File: src/rtl/pe_dispatcher_pkg.sv
// pe_dispatcher_pkg: shared state encoding and window geometry helpers for PE dispatch.
package pe_dispatcher_pkg;

    typedef enum logic [2:0] {
        IDLE  = 3'd0,
        ISSUE = 3'd1,
        ARM   = 3'd2,
        WAIT  = 3'd3,
        WRITE = 3'd4
    } disp_state_e;

    function automatic int out_dim(input int img, input int k);
        return img - k + 1;
    endfunction

    function automatic int n_win(input int rows, input int cols, input int k);
        return out_dim(rows, k) * out_dim(cols, k);
    endfunction

    // Cycles a matching PE holds done low after a start: one clear plus K*K calc cycles.
    function automatic int pe_busy_cycles(input int k);
        return k * k + 1;
    endfunction

endpackage

File: src/rtl/pe_dispatcher_win_index_counter.sv
// pe_dispatcher_win_index_counter: row-major 2-D window origin counter with clear, advance and last flag.
module pe_dispatcher_win_index_counter #(
    parameter int ROWS = 3,
    parameter int COLS = 3
) (
    input  logic        clk,
    input  logic        rst,
    input  logic        clr_i,
    input  logic        adv_i,
    output logic [31:0] row_o,
    output logic [31:0] col_o,
    output logic        last_o
);
    logic [31:0] row_q, row_d, col_q, col_d;
    logic        col_wrap;

    always_comb begin
        col_wrap = col_q == 32'(COLS - 1);
        last_o   = col_wrap && row_q == 32'(ROWS - 1);
        col_d    = clr_i ? '0 : adv_i ? (col_wrap ? '0 : col_q + 32'd1) : col_q;
        row_d    = clr_i ? '0 : (adv_i && col_wrap) ? row_q + 32'd1 : row_q;
    end

    always_ff @(posedge clk or posedge rst) begin
        if (rst) begin
            row_q <= '0;
            col_q <= '0;
        end else begin
            row_q <= row_d;
            col_q <= col_d;
        end
    end

    assign row_o = row_q;
    assign col_o = col_q;
endmodule

File: src/rtl/pe_dispatcher.sv
// pe_dispatcher: walks every kernel-window origin, runs one PE start/done handshake per window
// and strobes the result into the output buffer at the linear output address.
module pe_dispatcher
    import pe_dispatcher_pkg::*;
#(
    parameter int IMG_ROWS    = 6,
    parameter int IMG_COLS    = 6,
    parameter int KERNEL_SIZE = 4,
    parameter int ADDR_W      = 16
) (
    input  logic              clk,
    input  logic              rst,
    input  logic              go,
    input  logic              pe_done,
    output logic              pe_start,
    output logic [31:0]       win_row,
    output logic [31:0]       win_col,
    output logic              wr_en,
    output logic [ADDR_W-1:0] wr_addr,
    output logic              busy,
    output logic              finished
);
    localparam int OUT_ROWS = out_dim(IMG_ROWS, KERNEL_SIZE);
    localparam int OUT_COLS = out_dim(IMG_COLS, KERNEL_SIZE);

    disp_state_e state_q, state_d;
    logic        finished_q, finished_d;
    logic        clr, adv, last;

    pe_dispatcher_win_index_counter #(
        .ROWS(OUT_ROWS),
        .COLS(OUT_COLS)
    ) u_idx (
        .clk   (clk),
        .rst   (rst),
        .clr_i (clr),
        .adv_i (adv),
        .row_o (win_row),
        .col_o (win_col),
        .last_o(last)
    );

    // ARM exists because done is already high when the PE is idle; only a fall then rise means completion.
    always_comb begin
        state_d    = state_q;
        finished_d = finished_q;
        clr        = 1'b0;
        adv        = 1'b0;
        case (state_q)
            IDLE:  if (go) begin
                state_d    = ISSUE;
                finished_d = 1'b0;
                clr        = 1'b1;
            end
            ISSUE: state_d = ARM;
            ARM:   if (!pe_done) state_d = WAIT;
            WAIT:  if (pe_done) state_d = WRITE;
            WRITE: if (last) begin
                state_d    = IDLE;
                finished_d = 1'b1;
            end else begin
                state_d = ISSUE;
                adv     = 1'b1;
            end
            default: state_d = IDLE;
        endcase
    end

    always_ff @(posedge clk or posedge rst) begin
        if (rst) begin
            state_q    <= IDLE;
            finished_q <= 1'b0;
        end else begin
            state_q    <= state_d;
            finished_q <= finished_d;
        end
    end

    assign pe_start = state_q == ISSUE;
    assign wr_en    = state_q == WRITE;
    assign busy     = state_q != IDLE;
    assign finished = finished_q;
    assign wr_addr  = ADDR_W'(win_row * 32'(OUT_COLS) + win_col);
endmodule
File: config.mk
export PLATFORM = sky130hd
export DESIGN_NAME = pe_dispatcher
export DESIGN_NICKNAME = d
export VERILOG_FILES = /design/src/rtl/pe_dispatcher_pkg.sv /design/src/rtl/pe_dispatcher_win_index_counter.sv /design/src/rtl/pe_dispatcher.sv
export SDC_FILE = /design/constraint.sdc
export NUM_CORES = 1
export LEC_CHECK = 0
export ABC_AREA = 1
export CAP_MARGIN = 15
export CORE_MARGIN = 2
export CORE_UTILIZATION = 55
export DETAILED_ROUTE_END_ITERATION = 12
export MAX_ROUTING_LAYER = met4
export PLACE_DENSITY = 0.79
export SKIP_LAST_GASP = 1
export SYNTH_ARGS = -nofsm -noshare
export SYNTH_HDL_FRONTEND = slang
export SYNTH_HIERARCHICAL = 1
export SYNTH_SLANG_ARGS = --single-unit
File: constraint.sdc
create_clock -name clk -period 3.1 [get_ports clk]
set_input_delay 0.465 -clock clk [delete_from_list [all_inputs] [get_ports clk]]
set_output_delay 0.465 -clock clk [all_outputs]
set_load 0.02 [all_outputs]
## Word-level counts from Yosys, hierarchy flattened

Cells that the tools add are included.

| cells by class | value |
|---|---|
| shift operators | 0 |
| muxes and demuxes | 17 |
| $mul | 1 |
| reduce and logical (&&, ||, !) cells | 9 |
| add/subtract/negate cells | 3 |
| eq/ne operators | 10 |
| order comparisons | 0 |
| div/mod/pow operators | 0 |
| bitwise operators | 0 |

Operators with widths:

| kind | number |
|---|---|
| $mux W32 | 5 |
| $add A32 B1 Y32 const B | 2 |
| $eq A32 B2 Y1 const B | 2 |
| $mul A32 B2 Y16 const B | 1 |
| $add A16 B16 Y16 | 1 |
| $pmux W3 S5 | 1 |
| $mux W3 | 3 |
| $mux W1 | 7 |
| $eq A3 B2 Y1 const B | 2 |
| $ne A2 B2 Y1 const B | 3 |
| $reduce_and A3 Y1 | 2 |
| $reduce_bool A2 Y1 | 3 |
| $eq A3 B1 Y1 const B | 1 |
| $eq A3 B3 Y1 const B | 1 |
| $logic_not A3 Y1 | 1 |
| $reduce_bool A3 Y1 | 1 |
| $logic_and A1 B1 Y1 | 2 |
| $ne A2 B1 Y1 const B | 1 |
| $pmux W1 S2 | 1 |

| word-level totals | value |
|---|---|
| latch bits | 0 |
| memories kept | 0 |
| memory bits (writable) | 0 |
| output and inout bits | 84 |
| word-level logic and storage cells | 44 |
| flip-flop bits (word level) | 68 |
| input bits | 4 |
| memory bits (read-only) | 0 |

## Longest topological paths before layout

Gate-level depths: netlist (run 1).

| depth | value |
|---|---|
| word-level depth | 7 |
| depth in mapped cells | 19 |
| mapped depth without buffers | 18 |

## By module

The synthesis (run 1) kept the hierarchy.

By module, submodules not included:

| module | cells an instance | sequential area each (um^2) | instances | area an instance (um^2) |
|---|---|---|---|---|
| pe_dispatcher_win_index_counter | 724 | 1,601.5 | 1 | 4,555.6 |
| pe_dispatcher | 213 | 100.1 | 1 | 1,408.9 |

## Worst setup path after synthesis (run 1)

No wires, ideal clock.

| timing path | value |
|---|---|
| kind | register -> output |
| start point | register u_idx.row_q[0], in the netlist u_idx/row_o[0] |
| end point | output wr_addr[7] |
| cell stages (with the launch flop) | 11 |
| arrival | 2.499 ns |
| setup slack | 0.136 ns |
| required time | 2.635 ns |
| path buffers | 0 |
| cell sequence | dfrtp_1 > inv_1 > fa_1 > inv_1 > ha_1 > fa_1 > nand2_2 > nand2_1 > nand3_1 > nand2_2 > xor2_1 |

| on the way | value |
|---|---|
| longest elaborated chain between the ends | 2 |

RTL lines:

| what | line | source |
|---|---|---|
| start, declared | pe_dispatcher_win_index_counter.sv:14 | `logic [31:0] row_q, row_d, col_q, col_d;` |
| start signal, assigned | pe_dispatcher_win_index_counter.sv:29 | `row_q <= row_d;` |
| $mul A32 B2 Y16 | pe_dispatcher.sv:83 | `assign wr_addr = ADDR_W'(win_row * 32'(OUT_COLS) + win_col);` |
| $add A16 B16 Y16 | pe_dispatcher.sv:83 |  |
| end, declared | pe_dispatcher.sv:19 | `output logic [ADDR_W-1:0] wr_addr,` |

Every way passes these cells.

## Worst setup path in the final report (run 1)

| timing path | value |
|---|---|
| start point | register u_idx.row_q[0], in the netlist u_idx/row_o[0] |
| end point | output wr_addr[15] |

Same word-level chain as after synthesis.

==> results.toml, run 1 <==
[status]
outcome = "completed"

[timing]
period_needed_ns = 3.06
timing.fmax_ghz = 0.327
finalSetupViolCount = 0
fin_skew_ns = 0.0132
relSlewSlack_pct = 64.2
drv_slew = 0
fin_crit_sh_pct = 98.6
worstMarginPinSlew_ns = 0.536
rsz0062_at_grt = "yes"
setup_ws_ns = 0.0438
holdWs_ns = 0.350
finalHoldViolations = 0

[route]
wirelength_um = 17600
antenna_left = 0
vias = 6485
avgViaCountPerCell = 5.37
drt_iter0_drc = 528
drc = 0
firstDrtPassIters = 6
wl_per_cell_um = 14.5

[layout]
layout_commonest_cell = "nand2_1"
final_cell_mix = "nand2_1, nor2_1, inv_1, nand3_1, clkdlybuf4s50_1"
drive_gt1_share_pct = 12.0
fillCellCount = 949
fin_cells = 1207
syn_to_final_growth_pct = 26.8
diodes = 0
fin_nets = 1101

[global_route]
antenna_found_initial = 0
track_usage_pct = 32.3
grt_start_max_net_pins = 41
grt_pass1_vias = 5998
gr-total-overflow = 0
grt_pass1_wl_um = 28900

[setup_path]
r2r_end = "u_idx/col_o[5]"
crit_path_start_kind = "flip-flop"
cp_data_arrival_time_ns = 2.59
crit_start = "u_idx/row_o[0]"
cp_max_fo = 3
timing.rr.start = "u_idx/col_o[0]"
cp-end-kind = "output pin"
critical_path.endpoint = "wr_addr[15]"
r2r_slack_ns = 0.36
r2r_cells = 17
critPathKind = "flip-flop to output pin"
worst_ep_required_time_ns = 2.63

[clock_tree]
clk_path_buf_depth = 2
clock_latency_ns = 0.35
cts_tree = "done"
htree_levels = 3
hold_buffers = 0
root_buffer = "clkbuf_8"
path_clk_slew_ns = 0.08
clock_sinks = 68
numCtsBuffers = 9

[place]
hpwl_um = 13700
place_inst = 1192
place_congestion = 1.00
port_buffers = 87
pre_cts_slack_ns = -0.0958

[floorplanning]
die_area_um2 = 11700
floorplan.initialDensity_pct = 55.8
die_w_um = 108
row_count = 38
die_h_um = 108
num_io_pins = 88
core_um2 = 10700

[power_and_ir_drop]
pwr-share-seq_pct = 23.3
p_per_area_nw_per_um2 = 781
p_leak_nw = 3.67
combPwrFrac_pct = 60.2
p_total_mw = 5.90
intPower_mw = 3.15
switchingPower_mw = 2.75
p_clk_share_pct = 16.5
swShare_pct = 46.6
vdd_drop_max_uv = 780

[synth]
seq_area_frac_synth_pct = 28.5
yosys_warnings = 6
synthesis.nets = 975
synth.distinct_cells = 40
ys_ff_latch = 68
netlist_area_um2 = 5960
syn_inst = 937
synth.avg_cell_area_um2 = 6.37

[hold_path]
hp-class = "input port to async pin"

[flow_run]
drv_cap = 0
-- logic make-up after synthesis --
logic type               Yosys count  share of synthesized area (%)
flip-flops                        68                           28.5
buffers and inverters            129                           8.96
adder cells (fa/ha/maj)           34                           9.02
XOR/XNOR                          28                           4.11
AO/OA/AOI/OAI                     31                           2.96
AND/OR/NAND/NOR                  647                           46.4
-- critical path, stage by stage (launching register included) --
cell      delay, ns
dfrtp_1        0.37
inv_2          0.05
fa_1           0.52
inv_1          0.04
ha_2           0.19
fa_2           0.37
nand2_2        0.10
nand2_2        0.06
nand3_2        0.08
nand2_4        0.06
nand2_1        0.08
nand2_1        0.05
nand2_1        0.07
nand2_1        0.05
clkbuf_2       0.15
-- cell type report --
| cell class | count | area, µm² | share of cell area, % |
|---|---|---|---|
| inverters | 109 | 409 | 5.41 |
| clock buffers | 9 | 124 | 1.64 |
| multi-input cells | 740 | 3830 | 50.6 |
| repair buffers | 135 | 1180 | 15.7 |
| well taps | 140 | 175 | 2.32 |
| flip-flops and latches | 68 | 1710 | 22.6 |
| clock inverters | 6 | 138 | 1.82 |
-- registers in the layout (all words and copies together), names as in the netlist --
register	flops
u_idx/row_o	32
finished	1
u_idx/col_o	32
state_q	3
-- per-layer routing --
metal,GRT usage (%),wire (µm),up-vias
li1,-,-,3191
met1,43.7,7790,3000
met2,51.1,8240,258
met3,4.70,1140,36
met4,9.16,387,0
met5,-,0,-
-- Yosys cell counts --
library cell | number | share of area (%)
dfrtp_1 | 68 | 29
nand3_2 | 2 | 0.34
and2_1 | 2 | 0.21
nor4_1 | 5 | 0.52
xor2_1 | 17 | 2.5
nor2_1 | 182 | 11
a21o_1 | 1 | 0.13
o22ai_1 | 1 | 0.10
or2_0 | 1 | 0.10
nor3b_1 | 1 | 0.13
buf_6 | 4 | 0.76
or2_1 | 1 | 0.10
nand4_1 | 25 | 2.6
nand2_2 | 12 | 1.3
o211ai_1 | 1 | 0.13
and3_1 | 1 | 0.10
o21ai_0 | 7 | 0.59
nor3_2 | 2 | 0.34
nor2_4 | 5 | 0.94
xnor2_1 | 11 | 1.6
inv_2 | 2 | 0.13
a21oi_1 | 14 | 1.2
buf_8 | 1 | 0.25
buf_1 | 3 | 0.19
inv_1 | 107 | 6.7
o21bai_1 | 3 | 0.38
buf_2 | 4 | 0.34
nor3_1 | 21 | 1.8
nand2b_1 | 1 | 0.10
buf_4 | 1 | 0.13
clkbuf_1 | 7 | 0.44
nor2_2 | 4 | 0.42
a31oi_1 | 3 | 0.31
ha_1 | 19 | 4.0
nand3b_1 | 1 | 0.13
fa_1 | 15 | 5.0
a21oi_2 | 1 | 0.15
nand3_1 | 80 | 6.7
nand2_1 | 300 | 19
nand3_4 | 1 | 0.29
-- what timing repair did --
item / CTS / global route
endpoints found under the hold margin: 0 / 0
resized for setup: 32 / 39
setup buffers: 0 / 0
pin swaps: 0 / 1
setup endpoints to repair: 13 / 13
-- power groups by stage --
stage | Clock [mW] | Sequential [mW] | Combinational [mW]
6_report | 0.975 | 1.37 | 3.56
5_1_grt | 1.03 | 1.41 | 3.90
3_5_place_dp | 0 | 1.38 | 3.53
3_3_place_gp | 0 | 1.38 | 3.49
4_1_cts | 0.983 | 1.37 | 3.45
2_1_floorplan | 0 | 1.63 | 1.85
-- worst min path at each step --
stage | end | depth (start not counted)
after global placement | finished | 2
after CTS | state_q[1] | 2
after detailed placement | finished | 2
final | finished | 2
after global routing | state_q[1] | 2
after floorplan | finished | 1
-- through the flow --
step	TNS [ns]	instance area [µm²]	utilization, %
4_1_cts	-0.319	7490	70.1
2_1_floorplan	0	5960	-
6_report	0	7560	70.7
5_1_grt	-0.105	7560	70.7
3_5_place_dp	-0.192	7250	67.8
3_3_place_gp	-0.0663	7250	67.8
No activity file was read; power rests on OpenSTA's default activity.
==> run 2, diff against run 1 <==
Settings changed: CTS_CLUSTER_SIZE set to 30.
==> results of run 2 <==
Final layout, timing and power as in run 1 (identical DEF).
